`config.mk`:
```
export PLATFORM = sky130hd
export DESIGN_NAME = decode_operand_fetch
export DESIGN_NICKNAME = d
export VERILOG_FILES = /design/src/rtl/dof_pkg.sv /design/src/rtl/regfile16x16.sv /design/src/rtl/decode_operand_fetch.sv
export SDC_FILE = /design/constraint.sdc
export NUM_CORES = 1
export LEC_CHECK = 0
export ABC_AREA = 1
export CAP_MARGIN = 20
export CORE_UTILIZATION = 51
export DETAILED_ROUTE_END_ITERATION = 8
export GPL_TIMING_DRIVEN = 0
export PLACE_DENSITY_LB_ADDON = 0.05
export SYNTH_ARGS = -nofsm -noshare
export SYNTH_HDL_FRONTEND = slang
export SYNTH_SLANG_ARGS = --single-unit
```
`constraint.sdc`:
```
create_clock -name clk -period 13.25 [get_ports clk]
set_input_delay 2.65 -clock clk [delete_from_list [all_inputs] [get_ports clk]]
set_output_delay 2.65 -clock clk [all_outputs]
set_load 0.02 [all_outputs]
```
`src/rtl/dof_pkg.sv`:
```
// Shared constants for decode_operand_fetch: instruction field positions, opcode classes,
// register count and FSM state encoding.
package dof_pkg;

    localparam int unsigned NumRegs  = 16;
    localparam int unsigned RegAddrW = 4;
    localparam int unsigned OpW      = 4;
    localparam int unsigned InstrW   = 16;

    localparam int unsigned OpMsb   = 15;
    localparam int unsigned OpLsb   = 12;
    localparam int unsigned DestMsb = 11;
    localparam int unsigned DestLsb = 8;
    localparam int unsigned Src1Msb = 7;
    localparam int unsigned Src1Lsb = 4;
    localparam int unsigned Src2Msb = 3;
    localparam int unsigned Src2Lsb = 0;
    localparam int unsigned AddrMsb = 7;
    localparam int unsigned AddrLsb = 0;

    localparam logic [OpW-1:0] OpNop      = 4'd0;
    localparam logic [OpW-1:0] OpHlt      = 4'd1;
    localparam logic [OpW-1:0] OpAluFirst = 4'd2;
    localparam logic [OpW-1:0] OpUnary    = 4'd9;
    localparam logic [OpW-1:0] OpAluLast  = 4'd13;
    localparam logic [OpW-1:0] OpLoad     = 4'd14;
    localparam logic [OpW-1:0] OpStore    = 4'd15;

    typedef enum logic [1:0] {
        StIdle  = 2'd0,
        StIssue = 2'd1,
        StStall = 2'd2,
        StHalt  = 2'd3
    } dofState_e;

    function automatic logic isAlu(input logic [OpW-1:0] op);
        return (op >= OpAluFirst) && (op <= OpAluLast);
    endfunction

    function automatic logic writesDest(input logic [OpW-1:0] op);
        return isAlu(op) || (op == OpLoad);
    endfunction

    // STORE reads its data register through the first operand port.
    function automatic logic readsSrc1(input logic [OpW-1:0] op);
        return isAlu(op) || (op == OpStore);
    endfunction

    function automatic logic readsSrc2(input logic [OpW-1:0] op);
        return isAlu(op) && (op != OpUnary);
    endfunction

endpackage

```
`src/rtl/regfile16x16.sv`:
```
// 16-entry register file, two combinational read ports with write-through of the
// same-cycle write, cleared asynchronously by reset.
module regfile16x16
    import dof_pkg::*;
#(
    parameter int unsigned DATA_W = 16
) (
    input  logic                clk,
    input  logic                rst,
    input  logic                writeEn,
    input  logic [RegAddrW-1:0] writeAddr,
    input  logic [DATA_W-1:0]   writeData,
    input  logic [RegAddrW-1:0] readAddr1,
    input  logic [RegAddrW-1:0] readAddr2,
    output logic [DATA_W-1:0]   readData1,
    output logic [DATA_W-1:0]   readData2
);

    logic [DATA_W-1:0] mem [NumRegs];

    always_ff @(posedge clk or posedge rst) begin
        if (rst) begin
            for (int i = 0; i < int'(NumRegs); i++) begin
                mem[i] <= '0;
            end
        end else if (writeEn) begin
            mem[writeAddr] <= writeData;
        end
    end

    assign readData1 = (writeEn && (writeAddr == readAddr1)) ? writeData : mem[readAddr1];
    assign readData2 = (writeEn && (writeAddr == readAddr2)) ? writeData : mem[readAddr2];

endmodule

```
`src/rtl/decode_operand_fetch.sv`:
```
// Decode / operand-fetch stage: register file, pending scoreboard, hazard stall and HLT.
// Define FORWARD_EN to bypass hazards on the previous ALU result instead of stalling.
module decode_operand_fetch
    import dof_pkg::*;
#(
    parameter int unsigned DATA_W  = 16,
    parameter int unsigned MADDR_W = 8
) (
    input  logic                clk,
    input  logic                rst,
    input  logic [InstrW-1:0]   instr,
    input  logic                instrValid,
    output logic                instrReady,
    output logic [OpW-1:0]      opcode,
    output logic [RegAddrW-1:0] destReg,
    output logic [DATA_W-1:0]   srcVal1,
    output logic [DATA_W-1:0]   srcVal2,
    output logic [MADDR_W-1:0]  memAddr,
    output logic                used1,
    output logic                used2,
    input  logic [RegAddrW-1:0] destRegStore,
    input  logic [DATA_W-1:0]   destVal,
    input  logic                storeNow,
    output logic                storeDone,
    output logic                halted
);

    dofState_e             stateQ, stateD;
    logic [InstrW-1:0]     holdQ, holdD;
    logic [NumRegs-1:0]    pendQ, pendD;
    logic [OpW-1:0]        opcodeQ, opcodeD;
    logic [RegAddrW-1:0]   destRegQ, destRegD;
    logic [DATA_W-1:0]     srcVal1Q, srcVal1D, srcVal2Q, srcVal2D;
    logic [MADDR_W-1:0]    memAddrQ, memAddrD;
    logic                  used1Q, used1D, used2Q, used2D;
    logic                  storeDoneQ;

    logic [InstrW-1:0]     curInstr;
    logic [OpW-1:0]        curOp;
    logic [RegAddrW-1:0]   curDest, curSrc1, curSrc2, rdAddr1;
    logic [DATA_W-1:0]     rdData1, rdData2;
    logic [NumRegs-1:0]    clrMask, setMask, pendEff;
    logic                  haz1, haz2, fwd1, fwd2, candidate, stall, issue;

    regfile16x16 #(
        .DATA_W(DATA_W)
    ) uRegfile (
        .clk      (clk),
        .rst      (rst),
        .writeEn  (storeNow),
        .writeAddr(destRegStore),
        .writeData(destVal),
        .readAddr1(rdAddr1),
        .readAddr2(curSrc2),
        .readData1(rdData1),
        .readData2(rdData2)
    );

    assign curInstr = (stateQ == StStall) ? holdQ : instr;
    assign curOp    = curInstr[OpMsb:OpLsb];
    assign curDest  = curInstr[DestMsb:DestLsb];
    assign curSrc1  = curInstr[Src1Msb:Src1Lsb];
    assign curSrc2  = curInstr[Src2Msb:Src2Lsb];
    assign rdAddr1  = (curOp == OpStore) ? curDest : curSrc1;

    // A write-back landing this cycle resolves the hazard; the read sees it via write-through.
    assign pendEff = pendQ & ~clrMask;
    assign haz1    = readsSrc1(curOp) && pendEff[rdAddr1];
    assign haz2    = readsSrc2(curOp) && pendEff[curSrc2];

`ifdef FORWARD_EN
    // The previous issue is still on the outputs, so an ALU op there is the bypass source.
    assign fwd1 = haz1 && isAlu(opcodeQ) && (destRegQ == rdAddr1);
    assign fwd2 = haz2 && isAlu(opcodeQ) && (destRegQ == curSrc2);
`else
    assign fwd1 = 1'b0;
    assign fwd2 = 1'b0;
`endif

    assign candidate = ((stateQ == StIssue) && instrValid) || (stateQ == StStall);
    assign stall     = candidate && ((haz1 && !fwd1) || (haz2 && !fwd2));
    assign issue     = candidate && !stall;

    always_comb begin
        clrMask = '0;
        setMask = '0;
        clrMask[destRegStore] = storeNow;
        setMask[curDest]      = issue && writesDest(curOp);
        // Set wins over a simultaneous clear of the same register.
        pendD = pendEff | setMask;
    end

    always_comb begin
        stateD   = stateQ;
        holdD    = holdQ;
        opcodeD  = '0;
        destRegD = '0;
        srcVal1D = '0;
        srcVal2D = '0;
        memAddrD = '0;
        used1D   = 1'b0;
        used2D   = 1'b0;

        case (stateQ)
            StIdle:  stateD = StIssue;
            StIssue, StStall: begin
                if (issue) begin
                    stateD = (curOp == OpHlt) ? StHalt : StIssue;
                end else if (stall) begin
                    stateD = StStall;
                    holdD  = curInstr;
                end
            end
            StHalt:  stateD = StHalt;
            default: stateD = StIdle;
        endcase

        if (issue && (curOp != OpNop)) begin
            opcodeD = curOp;
            if (curOp != OpHlt) begin
                destRegD = curDest;
                srcVal1D = (readsSrc1(curOp) && !fwd1) ? rdData1 : '0;
                srcVal2D = (readsSrc2(curOp) && !fwd2) ? rdData2 : '0;
                used1D   = fwd1;
                used2D   = fwd2;
                if ((curOp == OpLoad) || (curOp == OpStore)) begin
                    memAddrD = MADDR_W'(curInstr[AddrMsb:AddrLsb]);
                end
            end
        end
    end

    always_ff @(posedge clk or posedge rst) begin
        if (rst) begin
            stateQ     <= StIdle;
            holdQ      <= '0;
            pendQ      <= '0;
            opcodeQ    <= '0;
            destRegQ   <= '0;
            srcVal1Q   <= '0;
            srcVal2Q   <= '0;
            memAddrQ   <= '0;
            used1Q     <= 1'b0;
            used2Q     <= 1'b0;
            storeDoneQ <= 1'b0;
        end else begin
            stateQ     <= stateD;
            holdQ      <= holdD;
            pendQ      <= pendD;
            opcodeQ    <= opcodeD;
            destRegQ   <= destRegD;
            srcVal1Q   <= srcVal1D;
            srcVal2Q   <= srcVal2D;
            memAddrQ   <= memAddrD;
            used1Q     <= used1D;
            used2Q     <= used2D;
            storeDoneQ <= storeNow;
        end
    end

    assign opcode     = opcodeQ;
    assign destReg    = destRegQ;
    assign srcVal1    = srcVal1Q;
    assign srcVal2    = srcVal2Q;
    assign memAddr    = memAddrQ;
    assign used1      = used1Q;
    assign used2      = used2Q;
    assign storeDone  = storeDoneQ;
    assign halted     = (stateQ == StHalt);
    assign instrReady = (stateQ == StIssue);

endmodule

```
== Word-level counts from Yosys, hierarchy flattened ==
Index checks and enable logic that the tools add are counted.

* Eq/ne operators: 11
* Mux-type cells: 37
* Bitwise logic cells: 9
* Order comparisons: 12
* Reduce and logical (&&, ||, !) cells: 24

{| class="wikitable"
|+ Operators with widths
! operator !! count
|-
| $bwmux 256 || 1
|-
| $mux 16 || 14
|-
| $bmux 16 s4 || 2
|-
| $demux 16 s4 || 1
|-
| $and 16x16->16 || 3
|-
| $mux 8 || 3
|-
| $lt 4x5->1 const B || 4
|-
| $mux 4 || 4
|-
| $not 16->16 || 1
|-
| $or 16x16->16 || 1
|-
| $ge 5x5->1 const B || 3
|-
| $not 4->5 || 3
|-
| $logic_and 1x1->1 || 14
|-
| $bmux 1 s4 || 2
|-
| $demux 1 s4 || 2
|-
| $eq 4x4->1 || 2
|-
| $eq 4x4->1 const B || 2
|-
| $ge 4x1->1 const B || 2
|-
| $mux 2 || 3
|-
| $pmux 2 s3 || 1
|-
| $logic_or 1x1->1 || 5
|-
| $lt 5x1->1 const B || 1
|-
| $eq 2x2->1 const B || 2
|-
| $eq 4x1->1 const B || 1
|-
| 13 further kinds || 16
|}

* Input bits: 40
* Logic and storage cells: 118
* Bits in registers: 339

== Depth between registers and ports, before layout ==
Gate-level depths: netlist of the first run.

* Word-level depth: 17
* Depth in mapped cells: 20
* Mapped depth without buffers: 19

== By module ==
A second synthesis of the first run with hierarchy kept.

* Cell total of the unflattened synthesis: 2837
* Area total of the unflattened synthesis: 19373.6 um^2

{| class="wikitable"
|+ Modules (own cells, without submodules)
! module !! times used !! area an instance (um^2) !! cells an instance !! sequential area each (um^2)
|-
| regfile16x16 || 1 || 15353.5 || 2367 || 6406.1
|-
| decode_operand_fetch || 1 || 4020.1 || 470 || 2077.0
|}

== Least setup slack after synthesis of the first run ==
OpenSTA, ideal clock, no wires.

* Kind: input to register
* Start point: in instr[15]
* End point: reg srcVal1Q[11], in the netlist srcVal1[11]
* Arrival time: 4.293 ns
* Data required time: 13.131 ns
* Slack: 8.838 ns
* Stages: 15
* Buffers on the path: 2
* Cell sequence: inv_1 > nand2_1 > nand2_1 > nor2_4 > nand2_4 > nand2_1 > nand2_2 > inv_2 > buf_2 > clkbuf_1 > o21ai_0 > o21ai_0 > o211ai_1 > a21oi_1 > nor3_2

* Word-level cells in the longest chain between the ends: 12
* Elaborated cells between the ends (all ways): 30
* Those cells by class: order compare (2); eq/ne (4); mux (11); bitwise (1); reduce/logical (12)

{| class="wikitable"
|+ RTL lines
! what !! line !! source
|-
| from (decl) || decode_operand_fetch.sv:11 || <nowiki>input logic [InstrW-1:0] instr,</nowiki>
|-
| $mux 16 * || decode_operand_fetch.sv:59 || <nowiki>assign curInstr = (stateQ == StStall) ? holdQ : instr;</nowiki>
|-
| parallel branches: the longest is 10 deep, another holds $bmux 16 s4 || n/a ||
|-
| $mux 16 * || decode_operand_fetch.sv:118 || <nowiki>if (issue && (curOp != OpNop)) begin</nowiki>
|-
| net srcVal1D[11] || decode_operand_fetch.sv:33 || <nowiki>logic [DATA_W-1:0] srcVal1Q, srcVal1D, srcVal2Q, srcVal2D;</nowiki>
|-
| to (signal assigned) || decode_operand_fetch.sv:152 || <nowiki>srcVal1Q <= srcVal1D;</nowiki>
|-
| to (decl) || decode_operand_fetch.sv:33 ||
|}

Mark *: on every way through the listed nets, which the timed path passes. The select of a mux whose other input is x is not followed.
A chain may end at the register's enable or synchronous reset.

== Worst setup path after layout of the first run ==
* Start point: in instr[15]
* End point: reg srcVal1Q[12], in the netlist srcVal1[12]

Same word-level chain as after synthesis.

==> flow_metrics.py, run 1 <==
metrics = {
    "global_route": {
        "grt_pass1_wl_mm": 125.6,
        "sum_of_overflow_across_all_layers_after_global_routing": 0,
        "first_global_vias": 18100,
        "grt_antenna_before_repair": 6,
        "pin_count_of_the_biggest_net_entering_global_routing": 122,
        "track_usage_pct": 48.95,
    },
    "sta": {
        "clock.fmax_ghz": 0.1541,
        "worst-slew-pin-transition_ns": 1.282,
        "max-slew-margin-rel_pct": 14.56,
        "hold_violations": 0,
        "timing.clock.skew_ns": 0.01897,
        "whs_ns": 0.4783,
        "finalSetupTns_ns": 0,
        "finalCritPeriodShare_pct": 48.98,
        "setup_viol_count_final": 0,
        "final_max_slew_viol_count": 0,
        "grt_setup_unrepaired": "false",
        "post-route-min-period_ns": 6.490,
    },
    "routing": {
        "routed_via_density": 6.493,
        "post_drt_wl_per_cell_um": 29.65,
        "first_pass_iters": 7,
        "drt_iter0_markers": 2948,
        "totalWireLength_mm": 89.02,
        "total_via_count_after_detailed_routing": 19490,
        "postRouteAntennaNets": 0,
        "remaining_drc_errors": 0,
    },
    "clock_network": {
        "tritoncts": "done",
        "holdBufCountCts": 0,
        "ctsLongestPathBuffers": 3,
        "clock-sinks": 339,
        "path_clk_slew_ns": 0.06,
        "htree_num_levels": 2,
        "resize_count_post_cts": 0,
        "clk-insertion-delay-late_ns": 0.59,
        "cts_setup_buffers": 0,
        "cts-buffers-inserted": 39,
        "clock-root-buffer": "clkbuf_16",
    },
    "critical_path": {
        "cpPeakStageDelay_ns": 0.90,
        "crit_path_max_fanout": 10,
        "critical-path-top-cell-by-count": "nand2_1",
        "cp_data_arrival_time_ns": 6.96,
        "cp-end-kind": "flop",
        "crit_path_cell_trace": "clkdlybuf4s50_1 > inv_1 > nand2_1 > nand2_1 > nor2_4 > nand2_4 > nand2_1 > nand2_2 > inv_2 > buf_2 > clkbuf_1 > o21ai_0 > o21ai_0 > o211ai_1 > a21oi_1 > nor3_2",
        "crit_path_top_delay_cell": "o21ai_0",
        "critPathLaunchType": "input port",
        "timing.setup.critical_path_class": "in -> reg",
        "timing.critical_path.required_ns": 13.72,
    },
    "yosys": {
        "syn-mean-instance-area_um2": 7.672,
        "synth.distinct_cells": 36,
        "yosysSeqAreaShare_pct": 46.22,
        "synth.ff_latch_count": 339,
        "synth-async-reset-ratio_pct": 100.0,
        "synthesis.yosys.warnings": 0,
        "syn_area_um2": 18350,
        "cell_count_after_synthesis": 2392,
        "synth_ff_type": "dfrtp_1",
        "synth_enable_flop_cells": 0,
    },
    "place": {
        "place_hpwl_mm": 63.55,
        "dpl_cell_area_um2": 19740,
        "finalWeightedCongestion": 1.083,
        "port_buffers": 74,
    },
    "cells_and_area": {
        "final_cell_mix": "nand2_1, o21ai_0, dfrtp_1",
        "final_common_cell": "nand2_1",
        "nNetsFinal": 2554,
        "design_area_um2": 21050,
        "syn_to_final_growth_pct": 14.71,
        "multi_input_gate_area_um2": 8089,
        "post_route_cells_drive_above_1_share_pct": 6.937,
        "ff_latch_area_um2": 8483,
        "fill_cells": 3261,
        "postLayoutCoreUtil_pct": 59.33,
    },
    "power": {
        "irDropWorstVdd_v": 0.0001531,
        "leakagePower_nw": 9.246,
        "p_per_area_nw_per_um2": 248.4,
        "report.power.total_mw": 5.229,
    },
    "floorplan": {
        "boundaryPins": 93,
        "initial_core_utilization_pct": 51.72,
        "number_of_placement_rows": 69,
        "die_area_um2": 36750,
        "dieHeight_um": 191.7,
        "coreArea_um2": 35480,
        "die_x_um": 191.7,
    },
    "hold_path": {
        "tightest_hold_check_type": "reg -> reg",
    },
    "outcome": {
        "run_status": "finished, final reports clean",
    },
    "run": {
        "max_cap_violations": 0,
    },
}
path summary, 6_finish.rpt:
check                      cells past startpoint  slack, ns                 to  startpoint
setup reg to reg                              17       8.32        srcVal1[12]   stateQ[0]
min in group asynchronous                      2       2.66   uRegfile.mem[14]         rst
max in group asynchronous                      3       9.47  uRegfile.mem[115]         rst
hold / removal                                 2       0.48           holdQ[7]    holdQ[7]
hold reg to reg                                2       0.48           holdQ[7]    holdQ[7]
setup / recovery                              16       6.76        srcVal1[12]   instr[15]
kinds of logic (layout without fill, tap and decap cells):
family                     Yosys count  after routing  share of synthesized area (%)
AOI/OAI and AO/OA                  753            753                          23.43
and+or+nand+nor                    845            845                          20.09
muxes                                1              1                        0.05454
other                                1              6                        0.02043
buffers and inverters              445            589                          9.722
adders and majority gates            4              4                         0.2727
DFF                                339            339                          46.22
xor gates and xnor gates             4              4                         0.1909
cell usage after synthesis (all sizes together), types with 2 or more instances:
master,instances,area share [%]
nand2,552,12
o21ai,439,12
dfrtp,339,46
inv,256,5.2
o211ai,195,8.0
nand3,164,4.6
clkbuf,116,2.4
a21oi,107,2.9
nor2,78,1.8
buf,71,2.1
nor3,41,1.8
o21bai,8,0.33
or2,5,0.17
ha,4,0.27
xor2,4,0.19
clkinv,2,0.041
nand3b,2,0.082
o2111ai,2,0.095
o311ai,2,0.095
or3,2,0.068
report_power, final:
part           leakage [nW]  internal, mW  switching (mW)  total [mW]
Combinational          4.33         0.707            1.93        2.63
Clock                 0.640         0.665           0.478        1.14
Sequential             4.27          1.30           0.153        1.45
Total                  9.25          2.67            2.56        5.23
through the flow:
stage / worst slack [ns] / cells
3_3_place_gp: -2.679 / 2928
5_1_grt: 6.872 / 2998
6_report: 6.760 / 3002
4_1_cts: 7.130 / 2998
2_1_floorplan: 1.205 / 2393
3_5_place_dp: 6.586 / 2930
state kept, by name (all words and copies together) (netlist names), 2 cells and up:
signal,flops
destReg,4
holdQ,16
memAddr,8
opcode,4
pendQ,16
srcVal1,16
srcVal2,16
stateQ,2
uRegfile.mem,256
area by class of cell:
cell class | instances | share of cell area [%]
Clock inverter | 20 | 1.218
Sequential cell | 339 | 40.29
Inverter | 258 | 4.636
Buffer | 187 | 3.875
Multi-Input combinational cell | 1609 | 38.42
Tap cell | 461 | 2.740
Clock buffer | 48 | 4.986
Timing Repair Buffer | 76 | 3.780
Antenna cell | 4 | 0.04755
per-layer routing:
| metal | wire length [um] | GRT usage, % |
|---|---|---|
| met5 | 68 | 0.6868 |
| met1 | 33280 | 62.60 |
| met4 | 7455 | 35.23 |
| met3 | 12110 | 16.50 |
| met2 | 36100 | 68.83 |
worst max-delay path, delay by kind of cell:
kind / cells / cell delay (ns)
buf+inv: 5 / 1.81
compound gates: 4 / 1.52
simple gates: 7 / 0.97
Power figures use the tool's default switching activity.
==> run 2: changes to the inputs <==
clock period = 6.05 ns   (was 13.25 ns; I/O delays follow)
==> run 2 against run 1 <==
- the run now ends with DRC left
- sequential cell count unchanged
- sequential share of layout area down 0.38 points
- global-route usage up 0.99 points
- critical path type unchanged
==> flow_metrics.py, run 2 (synthesized netlist as in run 1, its figures left out) <==
metrics = {
    "routing": {
        "detail_route.wirelength.met1_mm": 33.69,
        "routed_via_density": 6.478,
        "drt_iter0_markers": 2954,
        "total_via_count_after_detailed_routing": 19490,
        "first_pass_iters": 9,
        "remaining_drc_errors": 1,
        "postRouteAntennaNets": 0,
        "totalWireLength_mm": 90.45,
        "post_drt_wl_per_cell_um": 30.07,
        "top_layer_used": "met5",
        "met3WireLength_mm": 12.67,
        "met2_wirelength_mm": 37.12,
    },
    "critical_path": {
        "crit_path_cell_trace": "clkdlybuf4s50_1 > inv_1 > nand2_1 > nand2_1 > nor2_4 > nand2_4 > nand2_1 > nand2_2 > inv_2 > buf_2 > clkbuf_1 > o21ai_0 > o21ai_0 > o211ai_1 > a21oi_1 > nor3_2",
        "critPathLaunchType": "input port",
        "timing.setup.critical_path_class": "in -> reg",
        "crit_path_max_fanout": 10,
        "cpPeakStageDelay_ns": 0.96,
        "timing.reg2reg.setup_slack_ns": 1.34,
        "timing.critical_path.required_ns": 6.53,
        "cp-end-kind": "flop",
        "critical-path-top-cell-by-count": "nand2_1",
        "crit_path_top_delay_cell": "o21ai_0",
        "cp_data_arrival_time_ns": 5.32,
    },
    "sta": {
        "timing.clock.skew_ns": 0.02744,
        "max-slew-margin-rel_pct": 19.27,
        "finalCritPeriodShare_pct": 80.09,
        "post-route-min-period_ns": 4.846,
        "setup_viol_count_final": 0,
        "final_max_slew_viol_count": 0,
        "grt_setup_unrepaired": "false",
        "hold_violations": 0,
        "worst-slew-pin-transition_ns": 1.211,
        "clock.fmax_ghz": 0.2064,
    },
    "cells_and_area": {
        "final_cells": 3008,
        "insertedDiodeCount": 0,
        "final_cell_mix": "nand2_1, o21ai_0, dfrtp_1",
        "design_area_um2": 21250,
        "nNetsFinal": 2562,
        "largest_register_ff_count": 256,
        "post_route_cells_drive_above_1_share_pct": 7.499,
        "top_register": "uRegfile.mem",
        "final_common_cell": "nand2_1",
        "syn_to_final_growth_pct": 15.80,
        "fill_cells": 3166,
    },
    "power": {
        "irDropWorstVdd_v": 0.0003939,
        "power.sequential.fraction_pct": 27.5,
        "leakagePower_nw": 9.330,
        "pwr-share-comb_pct": 50.3,
        "p_per_area_nw_per_um2": 545.0,
        "switching_share_pct": 48.86,
        "clock_power_share_pct": 22.2,
        "netSwitchingPower_mw": 5.659,
        "power.internal_mw": 5.923,
    },
    "global_route": {
        "pin_count_of_the_biggest_net_entering_global_routing": 42,
        "first_global_vias": 18220,
        "grt_antenna_before_repair": 4,
        "track_usage_pct": 49.94,
        "sum_of_overflow_across_all_layers_after_global_routing": 0,
        "grt_pass1_wl_mm": 128.1,
    },
    "floorplan": {
        "die_x_um": 191.7,
        "boundaryPins": 93,
        "initial_core_utilization_pct": 51.72,
        "coreArea_um2": 35480,
        "dieHeight_um": 191.7,
        "die_area_um2": 36750,
        "number_of_placement_rows": 69,
    },
    "place": {
        "port_buffers": 74,
        "dpl_cell_area_um2": 19860,
        "place_hpwl_mm": 65.28,
        "finalWeightedCongestion": 1.056,
        "numPlacedInstances": 2937,
    },
    "clock_network": {
        "ctsLongestPathBuffers": 3,
        "clock-sinks": 339,
        "cts-buffers-inserted": 39,
        "tritoncts": "done",
        "clock-root-buffer": "clkbuf_16",
        "clk-insertion-delay-late_ns": 0.59,
        "holdBufCountCts": 0,
        "path_clk_slew_ns": 0.07,
        "resize_count_post_cts": 0,
        "cts_setup_buffers": 0,
        "htree_num_levels": 2,
    },
    "outcome": {
        "failed_checks": "DRC",
        "run_status": "finished with violations",
    },
    "run": {
        "max_cap_violations": 0,
    },
    "hold_path": {
        "tightest_hold_check_type": "reg -> reg",
    },
}
run 2: changes by cell type in the layout (fill, tap and decap cells not counted), moves of 4 or more:
cell and delta:
buf_12 +9, clkinvlp_4 +6, clkbuf_1 -5, clkbuf_8 +4, diode_2 -4
run 2: metrics by stage:
| stage | TNS, ns | util, % | worst slack [ns] | hold slack (ns) | power, mW |
|---|---|---|---|---|---|
| global route | 0 | 59.90 | 1.212 | 0.5021 | 11.90 |
| global placement | -646.76 | 55.46 | -1.953 | 0.4598 | 8.585 |
| finish | 0 | 59.90 | 1.204 | 0.4864 | 11.58 |
| CTS | 0 | 59.85 | 1.527 | 0.4881 | 11.22 |
| detailed placement | 0 | 55.96 | 0.9522 | 0.4734 | 8.663 |
| floorplan | 0 | - | 0.3074 | 0.4457 | 6.318 |
run 2: cell type report:
cell class	count	area, um^2	share of cell area (%)
Sequential cell	339	8483	39.92
Multi-Input combinational cell	1609	8089	38.06
Clock buffer	49	1136	5.346
Inverter	258	972.2	4.574
Timing Repair Buffer	84	935.9	4.404
Buffer	187	815.8	3.838
Tap cell	461	576.8	2.714
Clock inverter	21	244.0	1.148
run 2: worst paths after layout:
path                            from           endpoint  depth (start not counted)
max in group asynchronous        rst  uRegfile.mem[122]                          5
min                         holdQ[7]           holdQ[7]                          2
min reg2reg                 holdQ[7]           holdQ[7]                          2
min in group asynchronous        rst    uRegfile.mem[6]                          2
max reg2reg                stateQ[0]         srcVal1[7]                         17
max                        instr[15]         srcVal1[7]                         16
run 2: routing by layer:
metal	global-route usage (%)	vias up
met2	71.11	1580
met4	32.78	8
met3	18.14	371
li1	-	8247
met5	0	-
met1	63.54	9279
run 2: critical path, delay by kind of cell:
family / cells / cell delay (ns)
AOI/OAI and AO/OA: 4 / 1.57
buffers and inverters: 5 / 1.53
and+or+nand+nor: 7 / 0.98
run 2: power by group through the flow:
stage / clock (mW) / combinational (mW) / sequential (mW)
2_1_floorplan: 0 / 3.08 / 3.24
3_3_place_gp: 0 / 5.40 / 3.18
3_5_place_dp: 0 / 5.47 / 3.20
4_1_cts: 2.55 / 5.50 / 3.17
5_1_grt: 2.64 / 6.03 / 3.23
6_report: 2.57 / 5.82 / 3.19
==> run 3: changes to the inputs <==
clock period = 4.2 ns   (was 6.05 ns; I/O delays follow)
==> run 3 against run 2 <==
- the flow finishes with violations (setup timing)
- combinational power increased by 45%
- power increased by 44%
- sequential cell count unchanged
- design area about the same
- non-clock buffer count unchanged
- sequential power increased by 44%
- clock-buffer cell count unchanged
- clock power increased by 44%
- routed wire length increased by 0.29%
- die area unchanged
- clock skew about the same
- critical path type is now reg -> reg
- largest cell class unchanged
- highest routed layer unchanged
==> flow_metrics.py, run 3 (synthesized netlist as in run 1, its figures left out) <==
metrics = {
    "sta": {
        "final_max_slew_viol_count": 0,
        "finalCritPeriodShare_pct": 100.1,
        "post-route-min-period_ns": 4.204,
        "setup_viol_count_final": 1,
        "final_critical_path_setup_slack_ns": -0.004328,
        "hold_violations": 0,
        "max-slew-margin-rel_pct": 17.85,
        "timing.clock.skew_ns": 0.02745,
        "clock.fmax_ghz": 0.2379,
        "grt_setup_unrepaired": "false",
        "worst-slew-pin-transition_ns": 1.232,
    },
    "routing": {
        "total_via_count_after_detailed_routing": 19620,
        "postRouteAntennaNets": 0,
        "routed_via_density": 6.520,
        "drt_iter0_markers": 3090,
        "post_drt_wl_per_cell_um": 30.14,
        "first_pass_iters": 8,
        "remaining_drc_errors": 0,
        "totalWireLength_mm": 90.70,
    },
    "clock_network": {
        "resize_count_post_cts": 7,
        "clock-root-buffer": "clkbuf_16",
        "clk-insertion-delay-late_ns": 0.58,
        "clock-sinks": 339,
        "cts-buffers-inserted": 39,
        "htree_num_levels": 2,
        "holdBufCountCts": 0,
        "tritoncts": "done",
        "ctsLongestPathBuffers": 3,
        "path_clk_slew_ns": 0.06,
        "cts_setup_buffers": 0,
    },
    "critical_path": {
        "crit-reg2reg-launch": "stateQ[0]",
        "path_depth": 14,
        "crit_path_cell_trace": "inv_1 > ha_1 > buf_4 > buf_6 > o21ai_2 > inv_1 > buf_2 > buf_2 > clkbuf_1 > o211ai_1 > nand3_1 > nand3_1 > a21oi_1 > nor3_1",
        "crit_path_top_delay_cell": "clkbuf_1",
        "timing.setup.critical_path_class": "reg -> reg",
        "timing.critical_path.required_ns": 4.65,
        "timing.reg2reg.setup_slack_ns": -0.004,
        "cp_data_arrival_time_ns": 4.66,
        "cp-end-kind": "flop",
        "crit_buf_inv": 7,
        "cpPeakStageDelay_ns": 0.74,
        "cpLargestDelayFamily": "buffers and inverters",
        "crit_path_max_fanout": 10,
        "reg2reg_to": "srcVal2[5]",
        "critPathLaunchType": "flop",
        "ff_to_ff_path_depth": 14,
    },
    "cells_and_area": {
        "largest_register_ff_count": 256,
        "final_cells": 3009,
        "nNetsFinal": 2562,
        "syn_to_final_growth_pct": 15.90,
        "top_register": "uRegfile.mem",
        "final_common_cell": "nand2_1",
        "ff_latch_area_um2": 8483,
        "fill_cells": 3169,
        "multi_input_gate_area_um2": 8093,
        "final_cell_mix": "nand2_1, o21ai_0, dfrtp_1",
        "post_route_cells_drive_above_1_share_pct": 7.892,
        "postLayoutCoreUtil_pct": 59.95,
    },
    "global_route": {
        "grt_antenna_before_repair": 4,
        "pin_count_of_the_biggest_net_entering_global_routing": 42,
        "track_usage_pct": 49.96,
        "first_global_vias": 18200,
        "sum_of_overflow_across_all_layers_after_global_routing": 0,
        "grt_pass1_wl_mm": 128.2,
    },
    "floorplan": {
        "dieHeight_um": 191.7,
        "coreArea_um2": 35480,
        "number_of_placement_rows": 69,
        "die_x_um": 191.7,
        "boundaryPins": 93,
        "initial_core_utilization_pct": 51.72,
        "die_area_um2": 36750,
    },
    "place": {
        "place_hpwl_mm": 65.28,
        "port_buffers": 74,
        "numPlacedInstances": 2937,
        "finalWeightedCongestion": 1.056,
    },
    "outcome": {
        "failed_checks": "setup timing",
        "run_status": "finished with violations",
    },
    "hold_path": {
        "hold-path-endpoint": "holdQ[7]",
        "min_path_cells": 2,
        "tightest_hold_check_type": "reg -> reg",
        "worst_hold_startpoint": "holdQ[7]",
    },
    "power": {
        "leakagePower_nw": 9.360,
        "p_per_area_nw_per_um2": 786.0,
        "irDropWorstVdd_v": 0.0005643,
    },
    "run": {
        "max_cap_violations": 0,
    },
}
==> run 3: power by group <==
group	switching, mW	internal (mW)	total (mW)
combinational	6.17	2.26	8.43
sequential	0.484	4.11	4.59
clock	1.52	2.18	3.70
==> run 3: layout make-up <==
class	instances	share of cell area (%)
Buffer	187	3.888
Tap cell	461	2.712
Clock inverter	21	1.147
Sequential cell	339	39.88
Multi-Input combinational cell	1609	38.05
Clock buffer	49	5.341
Antenna cell	1	0.01176
Inverter	258	4.571
Timing Repair Buffer	84	4.400
==> run 3: through the flow <==
stage / cell area (um^2) / TNS, ns / worst slack [ns] / hold slack, ns / power (mW)
final: 21270 / -0.004328 / -0.004328 / 0.4861 / 16.72
after global routing: 21270 / 0 / 0.01191 / 0.5021 / 17.16
after CTS: 21240 / 0 / 0.01890 / 0.4881 / 16.17
after detailed placement: 19860 / -7.226 / -0.5278 / 0.4734 / 12.48
after global placement: 19680 / -1154.34 / -3.433 / 0.4598 / 12.37
after floorplan: 18360 / -397.50 / -1.173 / 0.4457 / 9.101
==> run 3: routing by layer <==
metal,global-route usage [%],up-vias,part of all wire (%)
met5,0,-,0.058
met4,32.69,8,7.6
met3,18.09,377,14
met2,71.09,1585,41
met1,63.67,9402,37
li1,-,8246,-
==> run 3: worst max path at each step <==
stage               startpoint           to  slack [ns]
floorplan                  rst   destReg[0]       -1.17
global placement           rst   memAddr[1]       -3.43
detailed placement   instr[15]   srcVal1[7]       -0.53
CTS                  stateQ[0]  srcVal1[13]        0.02
global route         stateQ[0]   srcVal2[7]        0.01
finish               stateQ[0]   srcVal2[5]      -0.004
==> run 3: worst min-delay path: stages (launching register included) <==
cell and delay [ns]:
dfrtp_1 0.34, nand2_1 0.05, o21ai_0 0.06
